[src/rtl/jfpjc_pkg.sv]
// Shared constants for the JPEG DCT front end: block geometry, sample width
// and the level-shift mask used by the fetch buffer and its DCT consumers.
package jfpjc_pkg;

   localparam int DCT_N            = 8;
   localparam int SAMPLE_WIDTH     = 8;
   localparam int FETCH_ADDR_WIDTH = 3;

   // Unsigned pixel to signed sample: inverting the MSB is the same as
   // subtracting 2**(SAMPLE_WIDTH-1), so no adder is needed.
   localparam logic [SAMPLE_WIDTH-1:0] LEVEL_SHIFT_MASK = 8'h80;

   // Identifies one of the two ping-pong banks.
   typedef enum logic {
      BANK_0 = 1'b0,
      BANK_1 = 1'b1
   } bank_t;

   // The partner of a bank in the ping-pong pair.
   function automatic bank_t other_bank(input bank_t b);
      return (b == BANK_0) ? BANK_1 : BANK_0;
   endfunction

endpackage

[src/rtl/dct_fetch_bank_mem.sv]
// Two banks of 2**ADDR_WIDTH samples with one write port and one registered
// read port. Plain array plus output register, so it maps onto block RAM or
// distributed RAM.
module dct_fetch_bank_mem
   import jfpjc_pkg::*;
#(
   parameter int DATA_WIDTH = SAMPLE_WIDTH,
   parameter int ADDR_WIDTH = FETCH_ADDR_WIDTH
) (
   input  logic                  clock,
   input  logic                  nreset,
   input  logic                  wr_en_i,
   input  bank_t                 wr_bank_i,
   input  logic [ADDR_WIDTH-1:0] wr_addr_i,
   input  logic [DATA_WIDTH-1:0] wr_data_i,
   input  bank_t                 rd_bank_i,
   input  logic [ADDR_WIDTH-1:0] rd_addr_i,
   output logic [DATA_WIDTH-1:0] rd_data_o
);

   localparam int DEPTH = 2 * (2 ** ADDR_WIDTH);

   logic [DATA_WIDTH-1:0] mem_q [DEPTH];
   logic [DATA_WIDTH-1:0] rd_data_q;

   // Sample storage: the bank select is the top address bit.
   // NOTE: the array has no reset on purpose; a reset would stop it mapping
   // onto RAM primitives, and every location is written before it is used.
   always_ff @(posedge clock) begin
      if (wr_en_i) begin
         mem_q[{wr_bank_i, wr_addr_i}] <= wr_data_i;
      end
   end

   // Registered read, one cycle latency; the output register is cleared so
   // the fetch port reads zero straight out of reset.
   // NOTE: sequential state uses non-blocking assignments so every register
   // samples pre-edge values regardless of block evaluation order.
   always_ff @(posedge clock or negedge nreset) begin
      if (!nreset) begin
         rd_data_q <= '0;
      end else begin
         rd_data_q <= mem_q[{rd_bank_i, rd_addr_i}];
      end
   end

   assign rd_data_o = rd_data_q;

endmodule

[src/rtl/dct_fetch_buffer.sv]
// Ping-pong sample buffer in front of the DCT. Upstream fills one bank while
// the DCT fetches from the other; the DCT hands a bank back with a release
// pulse. Holds bank pointers, full flags and the valid/ready handshake.
module dct_fetch_buffer
   import jfpjc_pkg::*;
#(
   parameter int DATA_WIDTH  = SAMPLE_WIDTH,
   parameter int ADDR_WIDTH  = FETCH_ADDR_WIDTH,
   parameter int LEVEL_SHIFT = 1
) (
   input  logic                  clock,
   input  logic                  nreset,
   input  logic [DATA_WIDTH-1:0] in_data,
   input  logic                  in_valid,
   output logic                  in_ready,
   input  logic [ADDR_WIDTH-1:0] fetch_addr,
   output logic [DATA_WIDTH-1:0] fetch_data,
   output logic                  block_valid,
   input  logic                  block_release,
   output logic                  release_err
);

   localparam logic [DATA_WIDTH-1:0] SHIFT_MASK =
      (LEVEL_SHIFT != 0) ? {1'b1, {(DATA_WIDTH-1){1'b0}}} : '0;

   bank_t                 wbank_q, wbank_d;
   bank_t                 rbank_q, rbank_d;
   logic [ADDR_WIDTH-1:0] wcount_q, wcount_d;
   logic [1:0]            bank_full_q, bank_full_d;
   logic                  release_err_q, release_err_d;

   logic                  accept;
   logic                  wr_last;
   logic                  rel_ok;

   assign in_ready    = !bank_full_q[wbank_q];
   assign block_valid = bank_full_q[rbank_q];
   assign release_err = release_err_q;

   assign accept  = in_valid && in_ready;
   assign wr_last = (wcount_q == '1);
   assign rel_ok  = block_release && block_valid;

   // Next-state for pointers and flags. A completing write and a release
   // always touch different banks (one needs empty, the other full), so
   // both updates apply independently.
   // NOTE: every output of this block gets a default first, so no path
   // leaves a signal unassigned and no latch is inferred.
   always_comb begin
      wbank_d       = wbank_q;
      rbank_d       = rbank_q;
      wcount_d      = wcount_q;
      bank_full_d   = bank_full_q;
      release_err_d = release_err_q;

      if (accept) begin
         wcount_d = wcount_q + 1'b1;
         if (wr_last) begin
            bank_full_d[wbank_q] = 1'b1;
            wbank_d              = other_bank(wbank_q);
         end
      end

      if (block_release) begin
         if (block_valid) begin
            bank_full_d[rbank_q] = 1'b0;
            rbank_d              = other_bank(rbank_q);
         end else begin
            release_err_d = 1'b1;
         end
      end
   end

   // Control registers; reset discards any partial or pending block.
   always_ff @(posedge clock or negedge nreset) begin
      if (!nreset) begin
         wbank_q       <= BANK_0;
         rbank_q       <= BANK_0;
         wcount_q      <= '0;
         bank_full_q   <= 2'b00;
         release_err_q <= 1'b0;
      end else begin
         wbank_q       <= wbank_d;
         rbank_q       <= rbank_d;
         wcount_q      <= wcount_d;
         bank_full_q   <= bank_full_d;
         release_err_q <= release_err_d;
      end
   end

   // The level shift is applied on the way in, so the stored word is already
   // the DCT's view and the cleared read register still yields zero.
   dct_fetch_bank_mem #(
      .DATA_WIDTH (DATA_WIDTH),
      .ADDR_WIDTH (ADDR_WIDTH)
   ) u_mem (
      .clock     (clock),
      .nreset    (nreset),
      .wr_en_i   (accept),
      .wr_bank_i (wbank_q),
      .wr_addr_i (wcount_q),
      .wr_data_i (in_data ^ SHIFT_MASK),
      .rd_bank_i (rbank_q),
      .rd_addr_i (fetch_addr),
      .rd_data_o (fetch_data)
   );

   // A bank can never be completed and released in the same cycle.
   assert property (@(posedge clock) disable iff (!nreset)
      !(accept && wr_last && rel_ok && (wbank_q == rbank_q)));

endmodule
[config.mk]
export PLATFORM = sky130hd
export DESIGN_NAME = dct_fetch_buffer
export DESIGN_NICKNAME = d
export VERILOG_FILES = /design/src/rtl/jfpjc_pkg.sv /design/src/rtl/dct_fetch_bank_mem.sv /design/src/rtl/dct_fetch_buffer.sv
export SDC_FILE = /design/constraint.sdc
export NUM_CORES = 1
export LEC_CHECK = 0
export ABC_AREA = 1
export CAP_MARGIN = 20
export CORE_ASPECT_RATIO = 1.25
export CORE_MARGIN = 2
export CORE_UTILIZATION = 30
export CTS_CLUSTER_SIZE = 10
export DETAILED_ROUTE_END_ITERATION = 6
export HOLD_SLACK_MARGIN = 0.15
export PLACE_DENSITY_LB_ADDON = 0.1
export SYNTH_ARGS = -nofsm -noshare
export SYNTH_HDL_FRONTEND = slang
export SYNTH_HIERARCHICAL = 1
export SYNTH_SLANG_ARGS = --single-unit
[constraint.sdc]
create_clock -name clock -period 2.15 [get_ports clock]
set_clock_uncertainty 0.05 [all_clocks]
set_input_delay 0.43 -clock clock [delete_from_list [all_inputs] [get_ports clock]]
set_output_delay 0.43 -clock clock [all_outputs]
set_load 0.03 [all_outputs]
==> impl_metrics.ini <==
[clock_network]
cts-htree-levels = 4
clk-insertion-delay-late_ns = 0.42
root_buffer = clkbuf_16
cts_buffer_depth = 2
clock_sinks = 144
post_cts_buffers = 0
cts_resized = 2
clk_pin_slew_ns = 0.06
tritoncts = yes
cts_buffers = 17
hold_buffers = 0

[detailed_routing]
wirelength_mm = 16.14
drtAntennaViolNets = 0
viasPerCell = 4.456
drtIter0Drc = 351
routedWlPerCell_um = 17.23
first_pass_iters = 4
maxUsedRoutingLayer = met4
dr_wl_met3_um = 498
drc = 0
vias = 4175
dr_wl_met2_mm = 8.583
wl_met1_mm = 6.664

[timing]
worstMarginPinSlew_ns = 0.6067
max_freq_mhz = 486.1
slew_headroom_pct = 59.50
rsz0062_at_grt = false
finalSetupTns_ns = 0
period_needed_ns = 2.057
finalHoldWorstSlack_ns = 0.2865
finalHoldViolCount = 0
slew_viol_final = 0
setup_viol = 0
fin_crit_sh_pct = 95.69

[yosys]
synth_cell_types = 20
synth.cell_area_um2 = 6192
ys_seq_area_share_pct = 68.54
synth_nets = 613
ys_ff_latch = 144
avgSynthCellArea_um2 = 10.39
syn_inst = 596
synth_area_leaders = edfxtp_1 62%, nand2_1 11%, nand3_1 8.0%
yosys_warnings = 6
synth_top_area_cell = edfxtp_1
synth_top_area_share_pct = 62.07

[worst_setup_path]
cp_slowest_cell = dfrtp_1
reg2reg_from = wbank_q$_DFFE_PN0P_
critical_path_required_ns = 1.67
r2r_slack_ns = 0.42
reg2reg_to = u_mem/mem_q[3][1]$_DFFE_PP_
critPathMaxStageDelay_ns = 0.48
r2r_cells = 6
crit_path_max_fanout = 9
setup.worst_path.class = reg2out
crit_arrival_ns = 1.58
crit_chain = nand2_1 > o21a_1 > dlygate4sd2_1
worstSetupEndpointType = output port
cp-start-kind = register

[power_and_ir_drop]
irDropWorstVdd_v = 0.0005429
powerDensity_nw_per_um2 = 1029
p_leak_nw = 3.226

[floorplan]
pin_count = 26
core_um2 = 20170
die_h_um = 164.6
die_w_um = 132.5
rows = 58
dieArea_um2 = 21810
start_util_pct = 30.69

[layout]
final_common_cell = nand2_1
area.growth.synth_to_final_pct = 20.33
finish.net_count = 671
layout_common_cells = 187 x nand2_1, 128 x edfxtp_1, 106 x inv_1
fill_cells = 2088
drive_gt1_share_pct = 10.49
diodes = 0

[flow_run]
cap_violations = 0

[placement]
gp_congestion = 0.7766
place_hpwl_mm = 10.69
port_buffers = 25

[global_route]
grt_overflow = 0
grtUsageTotal_pct = 15.54
grt_max_degree = 46
grt_pass1_vias = 4202
grt_pass1_wl_mm = 24.20
antenna_found_initial = 0

[run_status]
outcome = finished clean

[min_path]
hold_class = in2async
## cell type report
type	instances	area, um^2	share of cell area, %
tap	270	337.8	4.534
clock buffer	25	465.4	6.247
sequential	144	4244	56.96
multi-input combinational	318	1365	18.32
timing repair buffer	63	540.5	7.254
inverter	110	412.9	5.542
clock inverter	7	85.08	1.142
## worst max-delay path, delay by kind of cell (launching register included)
| kind | cells | cell delay, ns |
|---|---|---|
| buffers and inverters | 1 | 0.39 |
| AO/OA/AOI/OAI | 1 | 0.13 |
| AND/OR/NAND/NOR | 1 | 0.16 |
| flip-flops | 1 | 0.48 |
## routing by layer
metal / track usage (%) / vias to the layer above
met2: 28.54 / 67
met3: 3.039 / 20
met4: 6.745 / 0
met1: 17.56 / 2060
met5: 0 / -
li1: - / 2028
## state kept, by name, summed over array words and instances (netlist names)
name             flops
bank_full_q          2
u_mem/mem_q        128
wbank_q              1
release_err          1
u_mem/rd_data_o      8
rbank_q              1
wcount_q             3
## through the flow
stage	util, %	worst slack, ns	cell area, um^2	total power, mW	instances
2_1_floorplan	-	0.4254	6192	4.324	596
3_3_place_gp	34.22	0.07680	6903	4.973	905
3_5_place_dp	34.22	0.05297	6903	4.978	905
4_1_cts	36.93	0.06241	7451	7.762	937
5_1_grt	36.93	0.01206	7451	8.017	937
6_report	36.93	0.09268	7451	7.667	937
## how the worst max path moves through the flow
stage                              endpoint  depth (start not counted)                 from
2_1_floorplan  u_mem/mem_q[12][0]$_DFFE_PP_                          5  wbank_q$_DFFE_PN0P_
3_3_place_gp    u_mem/mem_q[8][6]$_DFFE_PP_                          6             in_valid
3_5_place_dp    u_mem/mem_q[9][3]$_DFFE_PP_                          6             in_valid
4_1_cts                            in_ready                          3  wbank_q$_DFFE_PN0P_
5_1_grt                            in_ready                          3  wbank_q$_DFFE_PN0P_
6_report                           in_ready                          3  wbank_q$_DFFE_PN0P_
## kinds of logic (layout without fill, tap and decap cells)
logic type	after synthesis	count (layout)	share of synthesized area [%]
buf+inv	134	205	9.416
compound gates	6	6	0.6266
simple gates	310	310	21.01
flops	144	144	68.54
fa+ha+maj	2	2	0.4041
## cells in the mapped netlist
library cell and count:
nand2_1 187, edfxtp_1 128, inv_1 106, nand3_1 99, nor2_1 20, dfrtp_1 16
buf_2 13, buf_6 7, inv_2 4, buf_4 3, ha_1 2, nand4_1 2
o21ai_0 2, a21boi_0 1, a31oi_1 1, buf_1 1, nand2_2 1, nand3_2 1
o21a_1 1, o21bai_1 1
## report_power, final
| part | switching (mW) | internal (mW) | total (mW) |
|---|---|---|---|
| Sequential | 0.145 | 3.37 | 3.52 |
| Clock | 1.06 | 1.73 | 2.79 |
| Combinational | 0.915 | 0.442 | 1.36 |
| Total | 2.12 | 5.54 | 7.67 |
No activity file was read; power rests on OpenSTA's default activity.
